--- src/rtl/arbitro_mux_memoria.sv ---
// Round-robin arbiter feeding a 2:1 registered mux with a one-word output register.
// Two valid/ready lanes share data_out; grants rotate with a bounded burst length.
module arbitro_mux_memoria #(
  parameter  int WIDTH     = 2,
  parameter  int MAX_BURST = 4,
  localparam int CNT_W     = $clog2(MAX_BURST + 1)
) (
  input  logic             clk,
  input  logic             reset,
  input  logic             valid_in0,
  input  logic [WIDTH-1:0] data_in0,
  output logic             ready_in0,
  input  logic             valid_in1,
  input  logic [WIDTH-1:0] data_in1,
  output logic             ready_in1,
  input  logic             ready_out,
  output logic             valid_out,
  output logic [WIDTH-1:0] data_out,
  output logic             selector,
  output logic             busy,
  output logic [1:0]       dbg_state_o,
  output logic [CNT_W-1:0] dbg_burst_cnt_o
);

  typedef enum logic [1:0] {
    IDLE = 2'd0,
    GNT0 = 2'd1,
    GNT1 = 2'd2
  } state_e;

  localparam logic [CNT_W-1:0] LAST_CNT = CNT_W'(MAX_BURST - 1);

  state_e             state_q, state_d;
  logic               last_q, last_d;
  logic [CNT_W-1:0]   burst_cnt_q, burst_cnt_d;
  logic               valid_out_q, valid_out_d;
  logic [WIDTH-1:0]   data_out_q, data_out_d;

  // Valid/ready: a lane word moves on an edge exactly when its valid and ready are both
  // high; data_out moves to the consumer when valid_out and ready_out are both high.
  logic               can_load;
  logic               gnt_lane;
  logic               gnt_valid;
  logic               other_valid;
  logic [WIDTH-1:0]   gnt_data;
  logic               accept;
  state_e             other_gnt;

  assign can_load    = !valid_out_q || ready_out;
  assign gnt_lane    = (state_q == GNT1);
  assign gnt_valid   = gnt_lane ? valid_in1 : valid_in0;
  assign other_valid = gnt_lane ? valid_in0 : valid_in1;
  assign gnt_data    = gnt_lane ? data_in1 : data_in0;
  assign other_gnt   = gnt_lane ? GNT0 : GNT1;
  assign accept      = (state_q != IDLE) && gnt_valid && can_load;

  always_ff @(posedge clk) begin
    if (reset) begin
      state_q     <= IDLE;
      last_q      <= 1'b1;
      burst_cnt_q <= '0;
      valid_out_q <= 1'b0;
      data_out_q  <= '0;
    end else begin
      state_q     <= state_d;
      last_q      <= last_d;
      burst_cnt_q <= burst_cnt_d;
      valid_out_q <= valid_out_d;
      data_out_q  <= data_out_d;
    end
  end

  always_comb begin
    state_d     = state_q;
    last_d      = last_q;
    burst_cnt_d = burst_cnt_q;
    unique case (state_q)
      IDLE: begin
        // On a tie the lane that was not served last wins.
        if (valid_in0 && valid_in1) state_d = last_q ? GNT0 : GNT1;
        else if (valid_in0)         state_d = GNT0;
        else if (valid_in1)         state_d = GNT1;
      end
      GNT0, GNT1: begin
        if (accept) begin
          if (burst_cnt_q == LAST_CNT) begin
            burst_cnt_d = '0;
            if (other_valid) begin
              state_d = other_gnt;
              last_d  = gnt_lane;
            end
          end else begin
            burst_cnt_d = burst_cnt_q + 1'b1;
          end
        end else if (!gnt_valid) begin
          last_d      = gnt_lane;
          burst_cnt_d = '0;
          state_d     = other_valid ? other_gnt : IDLE;
        end
      end
      default: state_d = IDLE;
    endcase
  end

  always_comb begin
    ready_in0       = (state_q == GNT0) && can_load;
    ready_in1       = (state_q == GNT1) && can_load;
    selector        = gnt_lane;
    busy            = (state_q != IDLE) || valid_out_q;
    valid_out       = valid_out_q;
    data_out        = data_out_q;
    dbg_state_o     = state_q;
    dbg_burst_cnt_o = burst_cnt_q;
    // A load in the same cycle as a pop keeps valid_out high for full throughput.
    valid_out_d     = accept ? 1'b1 : (ready_out ? 1'b0 : valid_out_q);
    data_out_d      = accept ? gnt_data : data_out_q;
  end

endmodule

--- config.mk ---
export PLATFORM = sky130hd
export DESIGN_NAME = arbitro_mux_memoria
export DESIGN_NICKNAME = d
export VERILOG_FILES = /design/src/rtl/arbitro_mux_memoria.sv
export SDC_FILE = /design/constraint.sdc
export NUM_CORES = 1
export LEC_CHECK = 0
export ABC_AREA = 1
export CAP_MARGIN = 20
export CORE_MARGIN = 1
export CORE_UTILIZATION = 39
export CTS_BUF_LIST = sky130_fd_sc_hd__clkbuf_4 sky130_fd_sc_hd__clkbuf_8 sky130_fd_sc_hd__clkbuf_16
export CTS_CLUSTER_SIZE = 12
export DETAILED_ROUTE_END_ITERATION = 8
export GPL_TIMING_DRIVEN = 0
export MAX_ROUTING_LAYER = met4
export PLACE_DENSITY = 0.73
export SETUP_SLACK_MARGIN = 0.3
export SLEW_MARGIN = 20
export SYNTH_ARGS = -nofsm -noshare
export SYNTH_HDL_FRONTEND = slang
export SYNTH_SLANG_ARGS = --single-unit
--- constraint.sdc ---
create_clock -name clk -period 1.7 [get_ports clk]
set_clock_uncertainty 0.2 [all_clocks]
set_input_delay 0.17 -clock clk [delete_from_list [all_inputs] [get_ports clk]]
set_output_delay 0.17 -clock clk [all_outputs]
set_load 0.005 [all_outputs]
# --- Word level (Yosys, flattened, before mapping) ---
# Index checks and enable logic that the tools add are counted.
totals:
  reg_bits: 9
  input_bits: 9
op_classes:
  addsub: 1
  n_eq_ne: 10
  muxes: 23
  reduce_logical: 15
ops:
  columns: ["cell", "n"]
  rows:
  - ["2-to-1 mux 2 bit", 11]
  - ["2-to-1 mux 3 bit", 3]
  - ["inequality test 3 bit (second input constant)", 3]
  - ["2-to-1 mux 1 bit", 8]
  - ["AND reduction 4 bit", 2]
  - ["logical AND 1 bit", 5]
  - ["inequality test 2 x 1 -> 1 bit (second input constant)", 2]
  - ["inequality test 4 bit (second input constant)", 1]
  - ["one-hot mux 2 bit (2 select lines)", 1]
  - ["nonzero test 2 bit", 2]
  - ["adder 3 x 1 -> 3 bit (second input constant)", 1]
  - ["equality test 3 x 2 -> 1 bit (second input constant)", 1]
  - ["equality test 2 x 1 -> 1 bit (second input constant)", 1]
  - ["equality test 2 bit (second input constant)", 1]
  - ["logical NOT 2 bit", 1]
  - ["logical OR 1 bit", 2]
  - ["inequality test 2 bit (second input constant)", 1]
  - ["AND reduction 2 bit", 1]
  - ["OR reduction 2 bit", 1]
  - ["logical NOT 1 bit", 1]

# --- Logic depth before layout (Yosys ltp) ---
depth:
  ltp_word: 6
  ltp_mapped: 12
  mapped_depth_nobuf: 12

# --- Least setup slack after synthesis ---
# OpenSTA, ideal clock, no wires.
synth_path:
  kind: "register to register"
  start: "register state_q[0], in the netlist dbg_state_o[0]"
  end: "register last_q"
  setup_time_ps: 123
  arrival_time_ps: 1364
  setup_slack_ps: 13
  path_stages_with_launch: 11
  cell_sequence: "dfxtp_1 inv_1 ha_1 nand2_1 o21ai_2 o21ai_2 nand2_1 inv_1 o21ai_0 a21oi_1 o21ai_0"
synth_via:
  elab_chain_len: 6
synth_rtl:
  columns: ["element", "line_no", "text"]
  rows:
  - ["from (decl)", "33", "state_e state_q, state_d;"]
  - ["from (signal assigned)", "65", "state_q <= state_d;"]
  - ["equality test 2 bit", "50, 77", null]
  - ["2-to-1 mux 1 bit", "51", "assign gnt_valid = gnt_lane ? valid_in1 : valid_in0;"]
  - ["logical AND 1 bit (2 in series)", "55", "assign accept = (state_q != IDLE) && gnt_valid && can_load;"]
  - ["inequality test 2 x 1 -> 1 bit (no source line) or inequality test 2 bit (tied branches)", null, null]
  - ["AND reduction 4 bit (no source line)", null, null]
  - ["to (signal assigned)", "66", "last_q <= last_d;"]
  - ["to (decl)", "34", "logic last_q, last_d;"]
# Parallel ways exist; a longest one is shown, timed or not. The select of a mux whose other input is x is not followed.
# A chain may end at the register's enable or synchronous reset.

# --- Worst setup path after layout ---
layout_path:
  start: "register state_q[1], in the netlist dbg_state_o[1]"
  end: "register state_q[0], in the netlist dbg_state_o[0]"
layout_via:
  elab_chain_len: 6
layout_rtl:
  columns: ["element", "line_no", "text"]
  rows:
  - ["equality test 2 bit", "50, 77", null]
  - ["2-to-1 mux 2 bit (tied with other cells)", "54", "assign other_gnt = gnt_lane ? GNT0 : GNT1;"]
  - ["2-to-1 mux 2 bit (tied with other cells)", "98", "state_d = other_valid ? other_gnt : IDLE;"]
  - ["2-to-1 mux 2 bit (tied with other cells)", "95", "end else if (!gnt_valid) begin"]
  - ["2-to-1 mux 2 bit or inequality test 3 bit (tied branches)", null, null]
  - ["one-hot mux 2 bit (2 select lines) or AND reduction 4 bit (tied branches)", null, null]
# Parallel ways exist; a longest one is shown, timed or not. The select of a mux whose other input is x is not followed.

==> reports/qor.csv <==
stage,metric,value,unit
power_and_ir_drop,p_leak,0.536,nW
synth,postSynthNetCount,113,
clocking,root_buffer,clkbuf_4,
route,route.detailed.wl_per_inst,10.9,µm
clocking,cts_tree,built,
timing,maxSlewHeadroom,0.829,
die,die_h,42.1,µm
synth,netlist_instances,98,
timing,worst_pin_slew,0.255,ns
die,rows,14,
clocking,cts_sinks,9,
placed_design,dp_slack,-0.111,ns
route,finalWirelength,1610,µm
clocking,clkTransAtPathRegs,0.06,ns
cells_and_area,final_core_util,0.707,
power_and_ir_drop,power_density,1650,nW/µm²
cells_and_area,multi_input_area,477,µm²
global_routing,grt_use_total,0.208,
synth,synth_warnings,0,
timing,finalCritPeriodShare,0.973,
cells_and_area,syn_to_final_growth,69.9,%
global_routing,grt_overflow,0,
synth,avgSynthCellArea,6.40,µm²
min_path,min_path_type,in2reg,
cells_and_area,final_nets,148,
run_status,outcome,completed,
die,die_w,42.1,µm
placed_design,place.port_buffers,20,
synth,syn_area,627,µm²
timing,hold_ws,0.280,ns
route,drt_iter0_markers,7,
worst_setup_path,cp-start-kind,register,
run,max-cap-violations,0,
timing,fin_ws,0.0463,ns
clocking,ctsLongestPathBuffers,2,
route,via_per_inst,4.91,
synth,ys_types,18,
timing,hold_violations,0,
timing,setup_viol,0,
cells_and_area,seq_area,189,µm²
timing,slew_viol_final,0,
cells_and_area,final_cells,148,
route,postRouteAntennaNets,0,
worst_setup_path,cp-end-kind,register,
die,initial_core_util,0.416,
route,num_vias,726,
synth,yosysSeqAreaShare,0.287,
global_routing,grt_pass1_wl,2720,µm
synth,synth_seq_cells,9,
timing,fmax,605,MHz
power_and_ir_drop,ir_drop,0.874,mV
clocking,worstSkewPairLatency,0.26,ns
global_routing,grt_max_degree,7,
die,ioPinCount,21,
worst_setup_path,crit_required,1.66,ns
cells_and_area,antenna_cells,0,
placed_design,hpwl,1210,µm
global_routing,antenna_found_initial,0,
clocking,cts_hold_buf,0,
clocking,htree_num_levels,1,
route,firstDrtPassIters,5,
worst_setup_path,critPathArrivalTime,1.61,ns
die,core-area,1510,µm²
die,dieArea,1770,µm²
placed_design,dp_cells,134,
worst_setup_path,path_class,reg2reg,
placed_design,place_congestion,0.807,
timing,grt_setup_unrepaired,yes,
worst_setup_path,worstPathMaxFanout,4,
cells_and_area,drive_gt1_frac,0.341,
timing,fin_crit,1.65,ns
timing,final.setup.tns,0,ns
global_routing,first_global_vias,652,
route,post-route-drc-count,0,
cells_and_area,fill_cells,132,
clocking,cts_buffers,3,
## area by class of cell
type	instances	share of cell area
Tap cell	16	0.0188
Multi-Input combinational cell	71	0.448
Sequential cell	9	0.177
Inverter	18	0.0705
Clock buffer	4	0.0282
Timing Repair Buffer	30	0.257
## sequential cells by signal, indices dropped and copies added (netlist names)
name             cells
dbg_burst_cnt_o      3
data_out             2
dbg_state_o          2
last_q               1
valid_out            1
## cell families after synthesis
group                    share of synthesized area
buffers and inverters                        0.108
flip-flops                                   0.287
AND/OR/NAND/NOR                              0.321
AO/OA/AOI/OAI                                0.164
adder cells (fa/ha/maj)                      0.120
## where the power goes
group | leakage, nW | total, mW | internal (mW) | switching, mW
sequential | 0.0754 | 0.350 | 0.290 | 0.0598
clock | 0.0184 | 0.178 | 0.106 | 0.0716
combinational | 0.443 | 1.23 | 0.604 | 0.627
total | 0.536 | 1.76 | 1.00 | 0.758
## timing repair
item,CTS,global route
setup buffers,7,3
pin swaps,8,4
endpoints found under the setup margin,20,14
endpoints found under the hold margin,0,0
cloned,0,0
resized for setup,34,13
## layer usage
metal	track usage	part of all wire
met5	-	0
met2	0.350	0.46
met1	0.223	0.45
met3	0.0302	0.061
met4	0.144	0.029
## cells in the mapped netlist (all sizes together)
cell / n / share of area
nor2: 15 / 0.098
nand4: 2 / 0.020
inv: 18 / 0.11
dfxtp: 9 / 0.29
or2: 1 / 0.010
o21bai: 1 / 0.012
o21ai: 10 / 0.092
nor3: 1 / 0.0080
nand3: 3 / 0.032
nand2: 25 / 0.15
a21oi: 5 / 0.040
ha: 6 / 0.12
a31oi: 2 / 0.020
## per-stage QoR
step | total power, mW | instance area [µm²]
finish | 1.76 | 1060
CTS | 1.68 | 1010
global route | 1.91 | 1060
global placement | 1.33 | 891
floorplan | 0.993 | 671
detailed placement | 1.35 | 891
## worst paths after layout
kind | startpoint | end | slack (ns) | cells after the start
worst max-delay path | dbg_state_o[1]$_SDFFE_PP0P_ | dbg_state_o[0]$_SDFFE_PP0P_ | 0.05 | 11
worst min-delay path | data_in0[1] | data_out[1]$_SDFFE_PP0P_ | 0.28 | 3
worst max register to register | dbg_state_o[1]$_SDFFE_PP0P_ | dbg_state_o[0]$_SDFFE_PP0P_ | 0.05 | 11
worst min register to register | last_q$_SDFFE_PP1P_ | last_q$_SDFFE_PP1P_ | 0.28 | 2
## critical path, cell delays in order, from the launching register on
cell and delay (ns):
dfxtp_4 0.35, buf_6 0.13, ha_4 0.16, buf_6 0.13, nand2_4 0.07, o21ai_4 0.06
nand4_1 0.10, nand2_1 0.08, nor2_2 0.13, nand2_1 0.06, nand2_1 0.05, nor2_1 0.03
## cell usage in the layout, fill, tap and decap left out, types with 2 or more instances in the layout
cell and instances:
nand2_1 19, inv_1 12, nor2_1 12, clkdlybuf4s50_1 8
dlygate4sd2_1 8, dfxtp_1 6, buf_4 6, nand2_2 5
buf_6 5, o21ai_0 4, a21oi_1 4, ha_4 4
clkbuf_4 4, inv_4 3, inv_2 3, o21ai_1 3
o21ai_4 2, nor2_2 2, nand4_1 2, nand3_1 2
a31oi_1 2, ha_1 2, dfxtp_4 2, buf_2 2
Power figures use the tool's default switching activity.
